## config.mk

```make
export PLATFORM = sky130hd
export DESIGN_NAME = conv_window_sched
export DESIGN_NICKNAME = d
export VERILOG_FILES = /design/src/rtl/conv_window_sched.sv
export SDC_FILE = /design/constraint.sdc
export NUM_CORES = 1
export LEC_CHECK = 0
export ABC_AREA = 1
export ABC_CLOCK_PERIOD_IN_PS = 4850
export CORE_ASPECT_RATIO = 0.5
export CORE_MARGIN = 2
export CORE_UTILIZATION = 50
export DETAILED_ROUTE_END_ITERATION = 12
export DONT_BUFFER_PORTS = 1
export PLACE_DENSITY = 0.76
export SYNTH_ARGS = -nofsm -noshare
export SYNTH_HDL_FRONTEND = slang
export SYNTH_SLANG_ARGS = --single-unit
```

## constraint.sdc

```tcl
create_clock -name i_clk -period 4.85 [get_ports i_clk]
set_clock_uncertainty 0.1 [all_clocks]
set_input_delay 0.97 -clock i_clk [delete_from_list [all_inputs] [get_ports i_clk]]
set_output_delay 0.97 -clock i_clk [all_outputs]
set_load 0.005 [all_outputs]
```

## src/rtl/conv_window_sched.sv

```systemverilog
// Sequences the 3x3 conv engine over an IMG_H x IMG_W image for NUM_K kernels:
// loads coefficients, fetches and issues every valid window, captures results.
module conv_window_sched #(
  parameter int unsigned IMG_W = 28,
  parameter int unsigned IMG_H = 28,
  parameter int unsigned NUM_K = 4,
  parameter int unsigned IA_W  = 10,
  parameter int unsigned CA_W  = 8,
  parameter int unsigned RA_W  = 12
) (
  input  logic            i_clk,
  input  logic            i_rst,
  input  logic            i_start,
  output logic            o_busy,
  output logic            o_done,
  output logic [IA_W-1:0] o_img_addr,
  input  logic [7:0]      i_img_data,
  output logic [CA_W-1:0] o_coef_addr,
  input  logic [7:0]      i_coef_data,
  output logic [71:0]     o_pixel_data,
  output logic            o_pixel_data_valid,
  output logic [71:0]     o_weight,
  output logic [7:0]      o_bias,
  input  logic [7:0]      i_conv_data,
  input  logic            i_conv_valid,
  output logic            o_res_we,
  output logic [RA_W-1:0] o_res_addr,
  output logic [7:0]      o_res_data
);

  localparam int unsigned OW        = IMG_W - 2;
  localparam int unsigned OH        = IMG_H - 2;
  localparam int unsigned WIN_PER_K = OH * OW;
  localparam int unsigned XW        = $clog2(IMG_W);
  localparam int unsigned YW        = $clog2(IMG_H);
  localparam int unsigned KW        = (NUM_K > 1) ? $clog2(NUM_K) : 1;

  typedef enum logic [2:0] {
    S_IDLE, S_LOADK, S_FETCH, S_ISSUE, S_DRAIN, S_DONE
  } state_e;

  state_e          state_q, state_d;
  logic [KW-1:0]   k_q, k_d;
  logic [YW-1:0]   y_q, y_d;
  logic [XW-1:0]   x_q, x_d;
  logic [1:0]      r_q, r_d, c_q, c_d;
  logic [3:0]      lc_q, lc_d;
  logic [71:0]     shadow_q, shadow_d;
  logic [RA_W-1:0] wcnt_q, wcnt_d;
  logic            busy_q, busy_d, done_q, done_d;
  logic [IA_W-1:0] img_addr_q, img_addr_d;
  logic [CA_W-1:0] coef_addr_q, coef_addr_d;
  logic [71:0]     pix_q, pix_d, weight_q, weight_d;
  logic            pv_q, pv_d;
  logic [7:0]      bias_q, bias_d;
  logic            res_we_q, res_we_d;
  logic [RA_W-1:0] res_addr_q, res_addr_d;
  logic [7:0]      res_data_q, res_data_d;

  assign o_busy             = busy_q;
  assign o_done             = done_q;
  assign o_img_addr         = img_addr_q;
  assign o_coef_addr        = coef_addr_q;
  assign o_pixel_data       = pix_q;
  assign o_pixel_data_valid = pv_q;
  assign o_weight           = weight_q;
  assign o_bias             = bias_q;
  assign o_res_we           = res_we_q;
  assign o_res_addr         = res_addr_q;
  assign o_res_data         = res_data_q;

  // Next-state and output logic; addresses are registered one cycle ahead of use.
  always_comb begin
    state_d     = state_q;
    k_d         = k_q;
    y_d         = y_q;
    x_d         = x_q;
    r_d         = r_q;
    c_d         = c_q;
    lc_d        = lc_q;
    shadow_d    = shadow_q;
    wcnt_d      = wcnt_q;
    img_addr_d  = img_addr_q;
    coef_addr_d = coef_addr_q;
    pix_d       = pix_q;
    pv_d        = 1'b0;
    weight_d    = weight_q;
    bias_d      = bias_q;
    res_we_d    = 1'b0;
    res_addr_d  = res_addr_q;
    res_data_d  = res_data_q;

    if (i_conv_valid) begin
      res_we_d   = 1'b1;
      res_data_d = i_conv_data;
      res_addr_d = wcnt_q;
      wcnt_d     = wcnt_q + RA_W'(1);
    end

    case (state_q)
      S_IDLE: begin
        if (i_start) begin
          state_d     = S_LOADK;
          k_d         = '0;
          y_d         = '0;
          x_d         = '0;
          lc_d        = '0;
          wcnt_d      = '0;
          coef_addr_d = '0;
        end
      end
      S_LOADK: begin
        // Data for the address shown at lc-1 arrives at lc; weights shift in byte 0 first.
        if (lc_q == 4'd10) begin
          bias_d = i_coef_data;
        end else if (lc_q != 4'd0) begin
          weight_d = {i_coef_data, weight_q[71:8]};
        end
        if (lc_q < 4'd9) begin
          coef_addr_d = CA_W'(32'(k_q) * 32'd10 + 32'(lc_q) + 32'd1);
        end
        if (lc_q == 4'd10) begin
          state_d = S_FETCH;
          r_d     = '0;
          c_d     = '0;
        end else begin
          lc_d = lc_q + 4'd1;
        end
      end
      S_FETCH: begin
        if (!(r_q == 2'd0 && c_q == 2'd0)) begin
          shadow_d = {i_img_data, shadow_q[71:8]};
        end
        if (r_q == 2'd2 && c_q == 2'd2) begin
          state_d = S_ISSUE;
        end else if (c_q == 2'd2) begin
          c_d = '0;
          r_d = r_q + 2'd1;
        end else begin
          c_d = c_q + 2'd1;
        end
      end
      S_ISSUE: begin
        pix_d = {i_img_data, shadow_q[71:8]};
        pv_d  = 1'b1;
        r_d   = '0;
        c_d   = '0;
        if (x_q == XW'(OW - 1)) begin
          x_d = '0;
          y_d = y_q + YW'(1);
        end else begin
          x_d = x_q + XW'(1);
        end
        if (x_q == XW'(OW - 1) && y_q == YW'(OH - 1)) begin
          state_d = S_DRAIN;
        end else begin
          state_d = S_FETCH;
        end
      end
      S_DRAIN: begin
        // Hold coefficients until every issued window of this kernel is written back.
        if (wcnt_q == RA_W'((32'(k_q) + 32'd1) * WIN_PER_K)) begin
          if (k_q == KW'(NUM_K - 1)) begin
            state_d = S_DONE;
          end else begin
            state_d     = S_LOADK;
            k_d         = k_q + KW'(1);
            y_d         = '0;
            x_d         = '0;
            lc_d        = '0;
            coef_addr_d = CA_W'((32'(k_q) + 32'd1) * 32'd10);
          end
        end
      end
      S_DONE: state_d = S_IDLE;
      default: state_d = S_IDLE;
    endcase

    if (state_d == S_FETCH) begin
      img_addr_d = IA_W'((32'(y_d) + 32'(r_d)) * IMG_W + 32'(x_d) + 32'(c_d));
    end
    busy_d = (state_d != S_IDLE) && (state_d != S_DONE);
    done_d = (state_d == S_DONE);
  end

  always_ff @(posedge i_clk or negedge i_rst) begin
    if (!i_rst) begin
      state_q     <= S_IDLE;
      k_q         <= '0;
      y_q         <= '0;
      x_q         <= '0;
      r_q         <= '0;
      c_q         <= '0;
      lc_q        <= '0;
      shadow_q    <= '0;
      wcnt_q      <= '0;
      busy_q      <= 1'b0;
      done_q      <= 1'b0;
      img_addr_q  <= '0;
      coef_addr_q <= '0;
      pix_q       <= '0;
      pv_q        <= 1'b0;
      weight_q    <= '0;
      bias_q      <= '0;
      res_we_q    <= 1'b0;
      res_addr_q  <= '0;
      res_data_q  <= '0;
    end else begin
      state_q     <= state_d;
      k_q         <= k_d;
      y_q         <= y_d;
      x_q         <= x_d;
      r_q         <= r_d;
      c_q         <= c_d;
      lc_q        <= lc_d;
      shadow_q    <= shadow_d;
      wcnt_q      <= wcnt_d;
      busy_q      <= busy_d;
      done_q      <= done_d;
      img_addr_q  <= img_addr_d;
      coef_addr_q <= coef_addr_d;
      pix_q       <= pix_d;
      pv_q        <= pv_d;
      weight_q    <= weight_d;
      bias_q      <= bias_d;
      res_we_q    <= res_we_d;
      res_addr_q  <= res_addr_d;
      res_data_q  <= res_data_d;
    end
  end

endmodule

```

== Yosys cells after proc, flatten, opt, wreduce, memory -nomap -nowiden ==
Cells that the tools add are included.
W data, S select, Z words.
Cells by class
  mux-type cells: 44
  equality and inequality tests: 19
  multiply operators: 4
  reductions and logical operators: 17
  magnitude comparators: 1
  add/sub/neg operators: 13
  bitwise gates (word level): 2
Operator list (count)
  $mux W5: 8
  $mux W12: 3
  $mul A32 B8 Y10 const B: 1
  $mux W8: 4
  $pmux W5 S3: 2
  $pmux W8 S3: 1
  $mux W2: 9
  $mux W3: 6
  $mux W4: 4
  $pmux W3 S5: 1
  $add A12 B1 Y12 const B: 1
  $eq A12 B12 Y1: 1
  $pmux W2 S3: 2
  $pmux W4 S3: 1
  $add A10 B2 Y10: 1
  $add A10 B5 Y10: 1
  $add A5 B1 Y5 const B: 2
  $eq A5 B5 Y1 const B: 2
  $ne A2 B2 Y1 const B: 5
  $reduce_and A5 Y1: 2
  $eq A3 B2 Y1 const B: 3
  $add A7 B1 Y8 const B: 1
  $mul A6 B3 Y8 const B: 1
  $add A6 B4 Y7: 1
  other kinds (24): 37
Storage, ports and cells
  register bits: 301
  output and inout bits: 194
  word-level logic and storage cells: 120
  input port bits: 28

== Longest topological paths before layout ==
Gate-level depths: netlist of run 1.
  depth after elaboration: 9
  gate-level depth with buffers: 32
  gate-level depth less buffers: 32

== Worst setup path after synthesis of run 1 ==
Ideal clock, no wire load.
  path kind: register to register
  from: reg k_q[0]
  to: reg img_addr_q[9] (netlist: o_img_addr[9])
  path slack: 348 ps
  period minus slack after synthesis: 4502 ps
  stages on the path, launching flop included: 28
  setup time: 127 ps
  buffers on the path: 0
  data required time: 4623 ps
  arrival: 4275 ps
  cells stage by stage: dfrtp_1 -> ha_1 -> inv_1 -> nand2_1 -> nand2_1 -> nand2_1 -> nor2_1 -> nand3_1 -> nand2_1 -> nand3_2 -> nor2_1 -> a21oi_1 -> ha_1 -> inv_1 -> fa_1 -> xor2_2 -> inv_2 -> fa_1 -> inv_1 -> ha_1 -> a21oi_1 -> nand2_1 -> a21oi_1 -> nor2_1 -> nor2_1 -> xor2_1 -> xnor2_1 -> o21ai_0
Between the ends
  longest elaborated chain between the ends: 9
  elaborated cells between the ends (all ways): 18
  those cells by class: add/sub: 4; mul: 2; eq/ne: 3; mux: 9
Ends and longest elaborated chain
  from (decl): line 43  | logic [KW-1:0] k_q, k_d;
  from (signal assigned): line 210  | k_q <= k_d;
  $add A2 B1 Y3: line 162  | if (wcnt_q == RA_W'((32'(k_q) + 32'd1) * WIN_PER_K)) begin
  $mul A32 B8 Y10: line 162
  $eq A12 B12 Y1: line 162
  $mux W5 *: line 162
  $pmux W5 S3 *: line 100  | case (state_q)
  via y_d[0]: line 44  | logic [YW-1:0] y_q, y_d;
  $add A5 B2 Y6 *: line 180  | img_addr_d = IA_W'((32'(y_d) + 32'(r_d)) * IMG_W + 32'(x_d) + 32'(c_d));
  $mul A6 B3 Y8 *: line 180
  $add A10 B5 Y10 *: line 180
  $add A10 B2 Y10 *: line 180
  to (signal assigned): line 220  | img_addr_q <= img_addr_d;
  to (decl): line 51  | logic [IA_W-1:0] img_addr_q, img_addr_d;
The timed path passes the listed nets; every way through them passes the cells marked *.
A chain may end at the register's enable or synchronous reset.

== Worst setup path in the final report of run 1 ==
Ends and elaborated chain as after synthesis.

==> flow_summary.yaml, run 1 <==
synthesis:
  synth-main-ff-cell: "dfrtp_1"
  synth_top_cell_by_area: "dfrtp_1"
  yosysWarnings: 0
  ys_types: 38
  synth-seq-area-share_pct: 58.8
  synthCells: 1356
  avgSynthCellArea_um2: 9.16
  synth_edf_count: 0
  synth_top_cell_area_share_pct: 58.8
  synth_top_family_by_area: "simple AND/OR/NAND/NOR gates"
  synth_area_um2: 12400
  synthMostInstantiatedCell: "nand2_1"
  synthSimpleGateAreaFrac_pct: 15.7
  ys_seq_elements: 292
  netlist_top_cells_count: "nand2_1 (347), dfrtp_1 (292), o21ai_0 (208)"
  ys_async_sr_fraction_pct: 100
  synth_area_leaders: "dfrtp_1 (59%), nand2_1 (10%), o21ai_0 (8.4%)"
  synth_compound_area_share_pct: 11.6
  synth_xor_area_share_pct: 1.47
  syn-num-nets: 1422
  synth.mux.area_fraction_pct: 0.846
  synthAdderAreaFrac_pct: 4.19
grt:
  grt_use_total_pct: 19.9
  grt-ovfl-total: 0
  grt_pass1_vias: 8365
  grt_pass1_wl_um: 42300
  grt_max_degree: 293
  antenna_found_initial: 0
sta:
  max_slew_margin_pct: 19.6
  setup_viol: 0
  timing.final.crit_period_ps: 4630
  period_share_pct: 95.5
  fin_hold_ws_ps: 42.1
  max_freq_ghz: 0.216
  drv_slew: 0
  tightestPinTransition_ps: 1210
  setup_ws_ps: 219
  timing_hold_violations_final: 0
critical_path:
  reg2regPathDepth: 30
  cp-start-kind: "flop"
  slowest_delay_ps: 490
  critPathSlowestCell: "fa_1"
  end_kind: "flop"
  worst-setup-path-type: "flop to flop"
  rrSetupSlack_ps: 220
  crit_top_cell: "nand2_1"
  path_max_fanout: 5
  worst_ep_required_time_ps: 5170
  cp.arrival_ps: 4950
  r2r_start: "k_q[0]"
  path_buf_inv: 5
  r2r-end: "o_img_addr[9]"
  critPathTopFamily: "simple AND/OR/NAND/NOR gates"
die:
  fp.dieArea_um2: 26200
  pin_count: 222
  start_util_pct: 51.4
  fp.coreArea_um2: 24200
  fp.dieH_um: 115
  die_x_um: 227
  core.rowCount: 40
flow_run:
  cap_violations: 0
route:
  routedWlPerCell_um: 15.7
  vias_per_cell: 5.18
  vias: 8808
  ant_nets: 0
  drt_wl_total_um: 26800
  drt_iter0_markers: 708
  route.detailed.drc: 0
  drt_pass1_iterations: 5
placed_design:
  hpwl_um: 17900
  gp_congestion: 0.894
  post-place-ws_ps: -21.9
  placed_area_um2: 12700
  port_buffers: 0
  dp.cells: 1647
clocking:
  cts_tree: "yes"
  clkLatencyLatePin_ps: 530
  clockRootBuffer: "clkbuf_16"
  clk_pin_slew_worst_paths_ps: 70
  htreeDepth: 1
  cts_made_buffers: 26
  cts.path.max_buffers: 3
  cts_sinks: 292
final_layout:
  design_area_um2: 13800
  fin_util_pct: 57.0
  drive_gt1_share_pct: 8.86
  num-nets-final: 1416
  fillCellCount: 2077
  multi_input_area_um2: 4340
  diodes: 0
  stdcell_count: 1701
  area_delta_synth_final_pct: 10.9
  ff_latch_area_um2: 7310
pwr:
  p_clk_share_pct: 27.1
  sw_frac_of_total_pct: 35.5
  p_int_mw: 4.97
  combPwrFrac_pct: 25.5
  sequentialPowerShare_pct: 47.4
  ir_drop_mv: 0.482
  p_leak_nw: 6.75
  net-switching-power_mw: 2.73
  p_per_area_nw_per_um2: 559
status:
  outcome: "finished clean"
worst_hold_path:
  hp-class: "input pin to async pin"
final cells by class:
cell class | count | share of cell area, %
sequential | 292 | 53.1
multi-input combinational | 826 | 31.5
clock buffer | 36 | 5.52
inverter | 186 | 5.07
tap | 336 | 3.05
timing repair buffer | 18 | 1.13
clock inverter | 7 | 0.654
registers in the layout (all words and copies together) (netlist names):
name                flops
c_q                     2
k_q                     2
lc_q                    4
o_bias                  8
o_busy                  1
o_coef_addr             7
o_done                  1
o_img_addr             10
o_pixel_data           72
o_pixel_data_valid      1
o_res_addr             12
o_res_data              8
o_res_we                1
o_weight               72
r_q                     2
shadow_q               64
state_q                 3
wcnt_q                 12
x_q                     5
y_q                     5
cell usage in the layout, fill, tap and decap left out, drive strengths merged, types with 3 or more instances in the layout:
cell type,n
nand2,353
nand4,3
fa,6
o211ai,3
dfrtp,292
nor3,15
a21oi,51
clkinv,3
buf,18
nor2,74
xnor2,8
mux2,9
clkbuf,36
ha,32
inv,186
o21ai,220
nand3,31
xor2,12
worst max-delay path by stage:
| stage | start | to | slack [ps] | depth (start not counted) |
|---|---|---|---|---|
| after detailed placement | k_q[0] | o_img_addr[9] | -20 | 29 |
| after CTS | k_q[0] | o_img_addr[9] | 20 | 30 |
| after floorplan | k_q[0] | o_img_addr[9] | 350 | 27 |
| after global routing | k_q[1] | o_img_addr[9] | -60 | 30 |
| final | k_q[0] | o_img_addr[9] | 220 | 30 |
| after global placement | k_q[0] | o_img_addr[9] | 300 | 30 |
through the flow:
stage | TNS (ps) | total power, mW
2_1_floorplan | 0 | 5.04
4_1_cts | 0 | 7.72
6_report | 0 | 7.70
3_5_place_dp | -21.9 | 5.60
5_1_grt | -55.9 | 8.25
3_3_place_gp | 0 | 5.48
power by group through the flow:
stage,sequential [mW],clock (mW),combinational (mW)
6_report,3.65,2.08,1.97
5_1_grt,3.74,2.24,2.28
4_1_cts,3.66,2.14,1.92
3_5_place_dp,3.70,0,1.90
3_3_place_gp,3.68,0,1.80
2_1_floorplan,3.49,0,1.54
layer usage:
| layer | routed length, µm | up-vias | track usage [%] |
|---|---|---|---|
| met2 | 12600 | 242 | 32.8 |
| met5 | 0 | - | 0 |
| met4 | 848 | 0 | 6.36 |
| li1 | - | 4264 | - |
| met3 | 1680 | 67 | 5.07 |
| met1 | 11600 | 4235 | 26.3 |
what timing repair did:
| item | 4_1_cts | 5_1_grt |
|---|---|---|
| pin swaps | 3 | 20 |
| hold buffers | 0 | 0 |
| setup buffers | 1 | 10 |
| resized for setup | 5 | 27 |
| setup endpoints to repair | 1 | 5 |
cells by family (layout without fill, tap and decap cells):
logic type	Yosys count	in the layout
and+or+nand+nor	477	477
DFF	292	292
AOI/OAI and AO/OA	281	281
buffers and inverters	238	247
adders and majority gates	38	38
xor gates and xnor gates	20	20
muxes	9	9
other	1	1
Power figures use the tool's default switching activity.
==> run 2: changes to the inputs <==
ABC_AREA = default   (was 1)
==> flow_summary.yaml, run 2 <==
status:
  outcome: "complete, but fails checks"
  violations: "setup timing"
route:
  drt_iter0_markers: 439
  drt_wl_total_um: 26800
  routedWlPerCell_um: 18.7
  drt_pass1_iterations: 4
  vias: 7799
  ant_nets: 0
  route.detailed.drc: 0
  vias_per_cell: 5.45
synthesis:
  synth-main-ff-cell: "dfrtp_1"
  synth_top_cell_by_area: "dfrtp_1"
  ys_async_sr_fraction_pct: 100
  avgSynthCellArea_um2: 12.0
  ys_types: 60
  ys_seq_elements: 292
  netlist_top_cells_count: "dfrtp_1 (292), nand2_1 (243), mux2_2 (172)"
  synth_top_cell_area_share_pct: 58.7
  synth_area_um2: 12400
  synth_area_leaders: "dfrtp_1 (59%), mux2_2 (16%), nand2_1 (7.3%)"
  synthCells: 1039
  syn-num-nets: 1105
  synthMostInstantiatedCell: "dfrtp_1"
  synth_edf_count: 0
  yosysWarnings: 0
  synth-seq-area-share_pct: 58.7
placed_design:
  hpwl_um: 17600
  port_buffers: 0
  gp_congestion: 0.871
pwr:
  sw_frac_of_total_pct: 32.1
  p_leak_nw: 7.02
  sequentialPowerShare_pct: 47.9
  combPwrFrac_pct: 25.4
  net-switching-power_mw: 2.44
  ir_drop_mv: 0.272
  p_int_mw: 5.17
  p_clk_share_pct: 26.7
  p_per_area_nw_per_um2: 540
critical_path:
  critPathSlowestCell: "dfrtp_2"
  path_max_fanout: 5
  reg2regPathDepth: 22
  r2r_start: "k_q[0]"
  critPathLaunch: "k_q[0]"
  path_buf_inv: 2
  path_cells: "ha_4 -> or3b_4 -> a22oi_2 -> and4_4 -> or2_4 -> o21ai_2 -> nand2_1 -> o21ai_2 -> ha_2 -> inv_2 -> fa_2 -> inv_2 -> fa_1 -> ha_2 -> fa_2 -> a21o_1 -> a21oi_2 -> xnor2_1 -> and2_1 -> nand4_1 -> xnor2_1 -> mux2_4"
  cp.arrival_ps: 5350
  critPathTopFamily: "adder cells"
  worst-setup-path-type: "flop to flop"
  rrSetupSlack_ps: -180
  cp-start-kind: "flop"
  cp-endpoint: "o_img_addr[9]"
  r2r-end: "o_img_addr[9]"
  end_kind: "flop"
  slowest_delay_ps: 440
  worst_ep_required_time_ps: 5180
  worst-path-stages: 22
final_layout:
  num-nets-final: 1143
  drive_gt1_share_pct: 28.1
  fin_util_pct: 58.3
  most-common-layout-cells: "dfrtp_1 (291), nand2_1 (242), mux2_2 (170), buf_4 (48), nor2_1 (34)"
  area_delta_synth_final_pct: 13.4
  final_common_cell: "dfrtp_1"
  diodes: 0
worst_hold_path:
  hp-class: "input pin to async pin"
die:
  fp.dieArea_um2: 26300
  die_x_um: 227
  core.rowCount: 40
  start_util_pct: 51.4
  pin_count: 222
  fp.dieH_um: 116
  fp.coreArea_um2: 24200
sta:
  setup_viol: 1
  max_slew_margin_pct: 43.7
  fin_hold_ws_ps: 30.8
  setup_ws_ps: -176
  rsz0062_at_grt: "yes"
  timing_hold_violations_final: 0
  drv_slew: 0
  timing.final.crit_period_ps: 5030
  tightestPinTransition_ps: 845
  period_share_pct: 104
  max_freq_ghz: 0.199
grt:
  grt_pass1_vias: 7879
  grt_pass1_wl_um: 42500
  grt_max_degree: 253
  grt_use_total_pct: 20.4
  grt-ovfl-total: 0
  antenna_found_initial: 0
clocking:
  cts_sinks: 292
  clkLatencyLatePin_ps: 540
  clockRootBuffer: "clkbuf_16"
  cts.path.max_buffers: 3
  clk_pin_slew_worst_paths_ps: 70
  htreeDepth: 1
  cts_made_buffers: 25
  cts_tree: "yes"
flow_run:
  cap_violations: 0
[run 2: cell types whose count changed in the layout (fill, tap and decap cells not counted), sizes merged, moves of 23 or more]
cell   change
o21ai    -192
mux2     +165
inv      -152
nand2    -110
nor2      -39
a21oi     -33
buf       +33
nand3     -23
[run 2: stage by stage]
stage | cells | cell area [µm²] | setup slack, ps | power, mW | setup TNS, ps
2_1_floorplan | 1039 | 12500 | -159 | 5.02 | -159
3_3_place_gp | 1373 | 13100 | -5.53 | 5.47 | -5.53
3_5_place_dp | 1373 | 13100 | -240 | 5.60 | -254
4_1_cts | 1426 | 14000 | -113 | 7.66 | -113
5_1_grt | 1432 | 14100 | -409 | 8.04 | -792
6_report | 1432 | 14100 | -176 | 7.62 | -176
[run 2: how the worst min path moves through the flow]
stage                 start               end  slack, ps  depth (start not counted)
5_1_grt               i_rst      shadow_q[70]        0.3                          0
3_5_place_dp   shadow_q[10]   o_pixel_data[2]        360                          2
2_1_floorplan   shadow_q[8]   o_pixel_data[0]        330                          2
4_1_cts               i_rst  o_pixel_data[69]          3                          0
3_3_place_gp   shadow_q[11]   o_pixel_data[3]        350                          2
6_report              i_rst  o_pixel_data[55]         30                          0
[run 2: cell type report]
class | count | area [µm²]
clock inverter | 13 | 131
clock buffer | 33 | 696
sequential | 292 | 7310
fill | 1972 | 10100
timing repair buffer | 53 | 432
multi-input combinational | 672 | 5010
tap | 336 | 420
inverter | 33 | 124
[run 2: what timing repair did]
action / 4_1_cts / 5_1_grt
cloned: 0 / 0
gates resized for setup: 7 / 10
buffers inserted: 5 / 4
hold endpoints to repair: 38 / 2
endpoints found under the setup margin: 2 / 4
pin swaps: 9 / 9
hold buffers: 2 / 2
[run 2: kinds of logic (layout without fill, tap and decap cells)]
group | after synthesis | in the layout | synth area share [%]
simple gates | 346 | 346 | 12.3
flops | 292 | 292 | 58.7
mux | 177 | 177 | 16.0
compound gates | 78 | 78 | 4.02
buf+inv | 75 | 132 | 2.41
fa+ha+maj | 38 | 38 | 4.18
xor+xnor | 32 | 32 | 2.37
other cells | 1 | 1 | 0.0301
[run 2: layer usage]
layer  share of wire (%)  GRT usage (%)
met1                  42           26.1
met5                   0              0
met4                 3.0           6.93
met2                  50           34.7
met3                 4.9           4.59
[run 2: power groups by stage]
stage	Clock, mW	Combinational, mW	Sequential, mW
floorplan	0	1.54	3.48
global placement	0	1.80	3.67
detailed placement	0	1.89	3.70
CTS	2.08	1.92	3.66
global route	2.18	2.12	3.73
finish	2.03	1.93	3.65
[run 2: worst register-to-register path, stage by stage, from the launching register on]
cell and delay, ps:
dfrtp_2 440, ha_4 290, or3b_4 380, a22oi_2 230, and4_4 270, or2_4 130, o21ai_2 60, nand2_1 90
o21ai_2 60, ha_2 200, inv_2 50, fa_2 440, inv_2 90, fa_1 410, ha_2 200, fa_2 340
a21o_1 170, a21oi_2 120, xnor2_1 140, and2_1 150, nand4_1 120, xnor2_1 170, mux2_4 250
==> run 3: changes to the inputs <==
--- a/config.mk
+++ b/config.mk
@@ -6,5 +6,5 @@
 export NUM_CORES = 1
 export LEC_CHECK = 0
-export ABC_CLOCK_PERIOD_IN_PS = 4850
+export ABC_CLOCK_PERIOD_IN_PS = 5400
 export CORE_ASPECT_RATIO = 0.5
 export CORE_MARGIN = 2
@@ -12,5 +12,5 @@
 export DETAILED_ROUTE_END_ITERATION = 12
 export DONT_BUFFER_PORTS = 1
-export PLACE_DENSITY = 0.76
+export PLACE_DENSITY = 0.73
 export SYNTH_ARGS = -nofsm -noshare
 export SYNTH_HDL_FRONTEND = slang
==> constraint.sdc (replaced) <==
create_clock -name i_clk -period 5.4 [get_ports i_clk]
set_clock_uncertainty 0.1 [all_clocks]
set_input_delay 0 -clock i_clk [delete_from_list [all_inputs] [get_ports i_clk]]
set_output_delay 0 -clock i_clk [all_outputs]
set_load 0.005 [all_outputs]
==> flow_summary.yaml, run 3 (synthesized netlist as in run 2, its figures left out) <==
final_layout:
  area_delta_synth_final_pct: 14.3
  design_area_um2: 14200
  final_common_cell: "dfrtp_1"
  fin_util_pct: 58.7
  diodes: 0
  most-common-layout-cells: "dfrtp_1 (292), nand2_1 (243), mux2_2 (172), nor2_1 (34), dlygate4sd3_1 (32)"
  drive_gt1_share_pct: 24.5
  fillCellCount: 1922
  num-nets-final: 1142
pwr:
  p_leak_nw: 7.06
  p_per_area_nw_per_um2: 496
  p_total_mw: 7.06
  ir_drop_mv: 0.231
grt:
  antenna_found_initial: 0
  grt_pass1_wl_um: 42100
  grt_pass1_vias: 7854
  grt_use_total_pct: 20.1
  grt_max_degree: 293
  grt-ovfl-total: 0
route:
  routedWlPerCell_um: 18.5
  vias_per_cell: 5.42
  drt_iter0_markers: 551
  route.detailed.drc: 0
  drt_wl_total_um: 26500
  ant_nets: 0
  drt_pass1_iterations: 5
  vias: 7765
flow_run:
  cap_violations: 0
clocking:
  htreeDepth: 1
  cts_tree: "yes"
  clk_pin_slew_worst_paths_ps: 70
  cts.path.max_buffers: 3
  clkLatencyLatePin_ps: 540
  clockRootBuffer: "clkbuf_16"
  cts_made_buffers: 26
  hold_buffers: 33
  cts_sinks: 292
critical_path:
  cp.arrival_ps: 5500
  path_max_fanout: 5
  worst-setup-path-type: "flop to flop"
  worst_ep_required_time_ps: 5720
  end_kind: "flop"
  rrSetupSlack_ps: 220
  path_cells: "inv_2 -> ha_4 -> or3b_1 -> a22oi_2 -> and4_4 -> or2_2 -> o21ai_2 -> nand2_1 -> o21ai_0 -> ha_2 -> inv_1 -> fa_2 -> xnor2_4 -> fa_1 -> ha_1 -> fa_2 -> a21o_1 -> a21oi_1 -> xnor2_1 -> and2_1 -> nand4_1 -> xnor2_1 -> mux2_2"
  critPathTopFamily: "adder cells"
  path_buf_inv: 2
  cp-start-kind: "flop"
  critPathSlowestCell: "fa_1"
  r2r_start: "k_q[1]"
  critPathLaunch: "k_q[1]"
  slowest_delay_ps: 480
status:
  violations: "hold timing"
  outcome: "complete, but fails checks"
sta:
  setup_ws_ps: 224
  tightestPinTransition_ps: 1140
  timing_hold_violations_final: 292
  drv_slew: 0
  setup_viol: 0
  max_slew_margin_pct: 23.9
  fin_hold_ws_ps: -941
  timing.final.crit_period_ps: 5180
  max_freq_ghz: 0.193
  period_share_pct: 95.9
die:
  pin_count: 222
  core.rowCount: 40
  start_util_pct: 51.4
  die_x_um: 227
  fp.coreArea_um2: 24200
  fp.dieArea_um2: 26300
  fp.dieH_um: 116
worst_hold_path:
  hp-class: "input pin to async pin"
placed_design:
  post-place-ws_ps: -104
  gp_congestion: 0.840
  placed_area_um2: 12800
  hpwl_um: 17200
  port_buffers: 0
run 3: path summary, 6_finish.rpt:
path | endpoint | depth (start not counted)
worst max-delay path | o_img_addr[9] | 23
worst min-delay path | o_pixel_data[67] | 0
worst max register to register | o_img_addr[9] | 23
worst min register to register | o_pixel_data[0] | 2
max in group asynchronous | r_q[1] | 0
min in group i_clk | o_pixel_data[65] | 3
run 3: cell type report:
| class | instances | area (µm²) | share of cell area (%) |
|---|---|---|---|
| sequential | 292 | 7310 | 51.3 |
| multi-input combinational | 672 | 4930 | 34.7 |
| clock buffer | 32 | 734 | 5.16 |
| timing repair buffer | 51 | 479 | 3.37 |
| tap | 336 | 420 | 2.95 |
| clock inverter | 16 | 233 | 1.64 |
| inverter | 33 | 124 | 0.870 |
run 3: metal layers:
| layer | track usage, % | vias to the layer above | wire [µm] |
|---|---|---|---|
| met1 | 25.7 | 3953 | 11400 |
| met5 | 0 | - | 0 |
| li1 | - | 3563 | - |
| met3 | 4.59 | 60 | 1490 |
| met2 | 34.4 | 189 | 12900 |
| met4 | 6.14 | 0 | 689 |
run 3: power by group:
| part | switching (mW) | leakage, nW | internal, mW |
|---|---|---|---|
| clock | 0.842 | 0.471 | 1.22 |
| combinational | 0.822 | 2.75 | 0.875 |
| sequential | 0.559 | 3.84 | 2.75 |
run 3: stage by stage:
stage | hold WS [ps] | TNS (ps) | instances
4_1_cts | -976 | 0 | 1429
3_5_place_dp | -392 | -104 | 1348
3_3_place_gp | -391 | 0 | 1348
2_1_floorplan | -396 | 0 | 1039
6_report | -941 | 0 | 1432
5_1_grt | -971 | -24.2 | 1432
run 3: repair_timing:
| item | 4_1_cts | 5_1_grt |
|---|---|---|
| resized for setup | 2 | 16 |
| endpoints found under the setup margin | 1 | 2 |
| setup buffers | 0 | 3 |
| pin swaps | 1 | 8 |
| endpoints found under the hold margin | 368 | 292 |
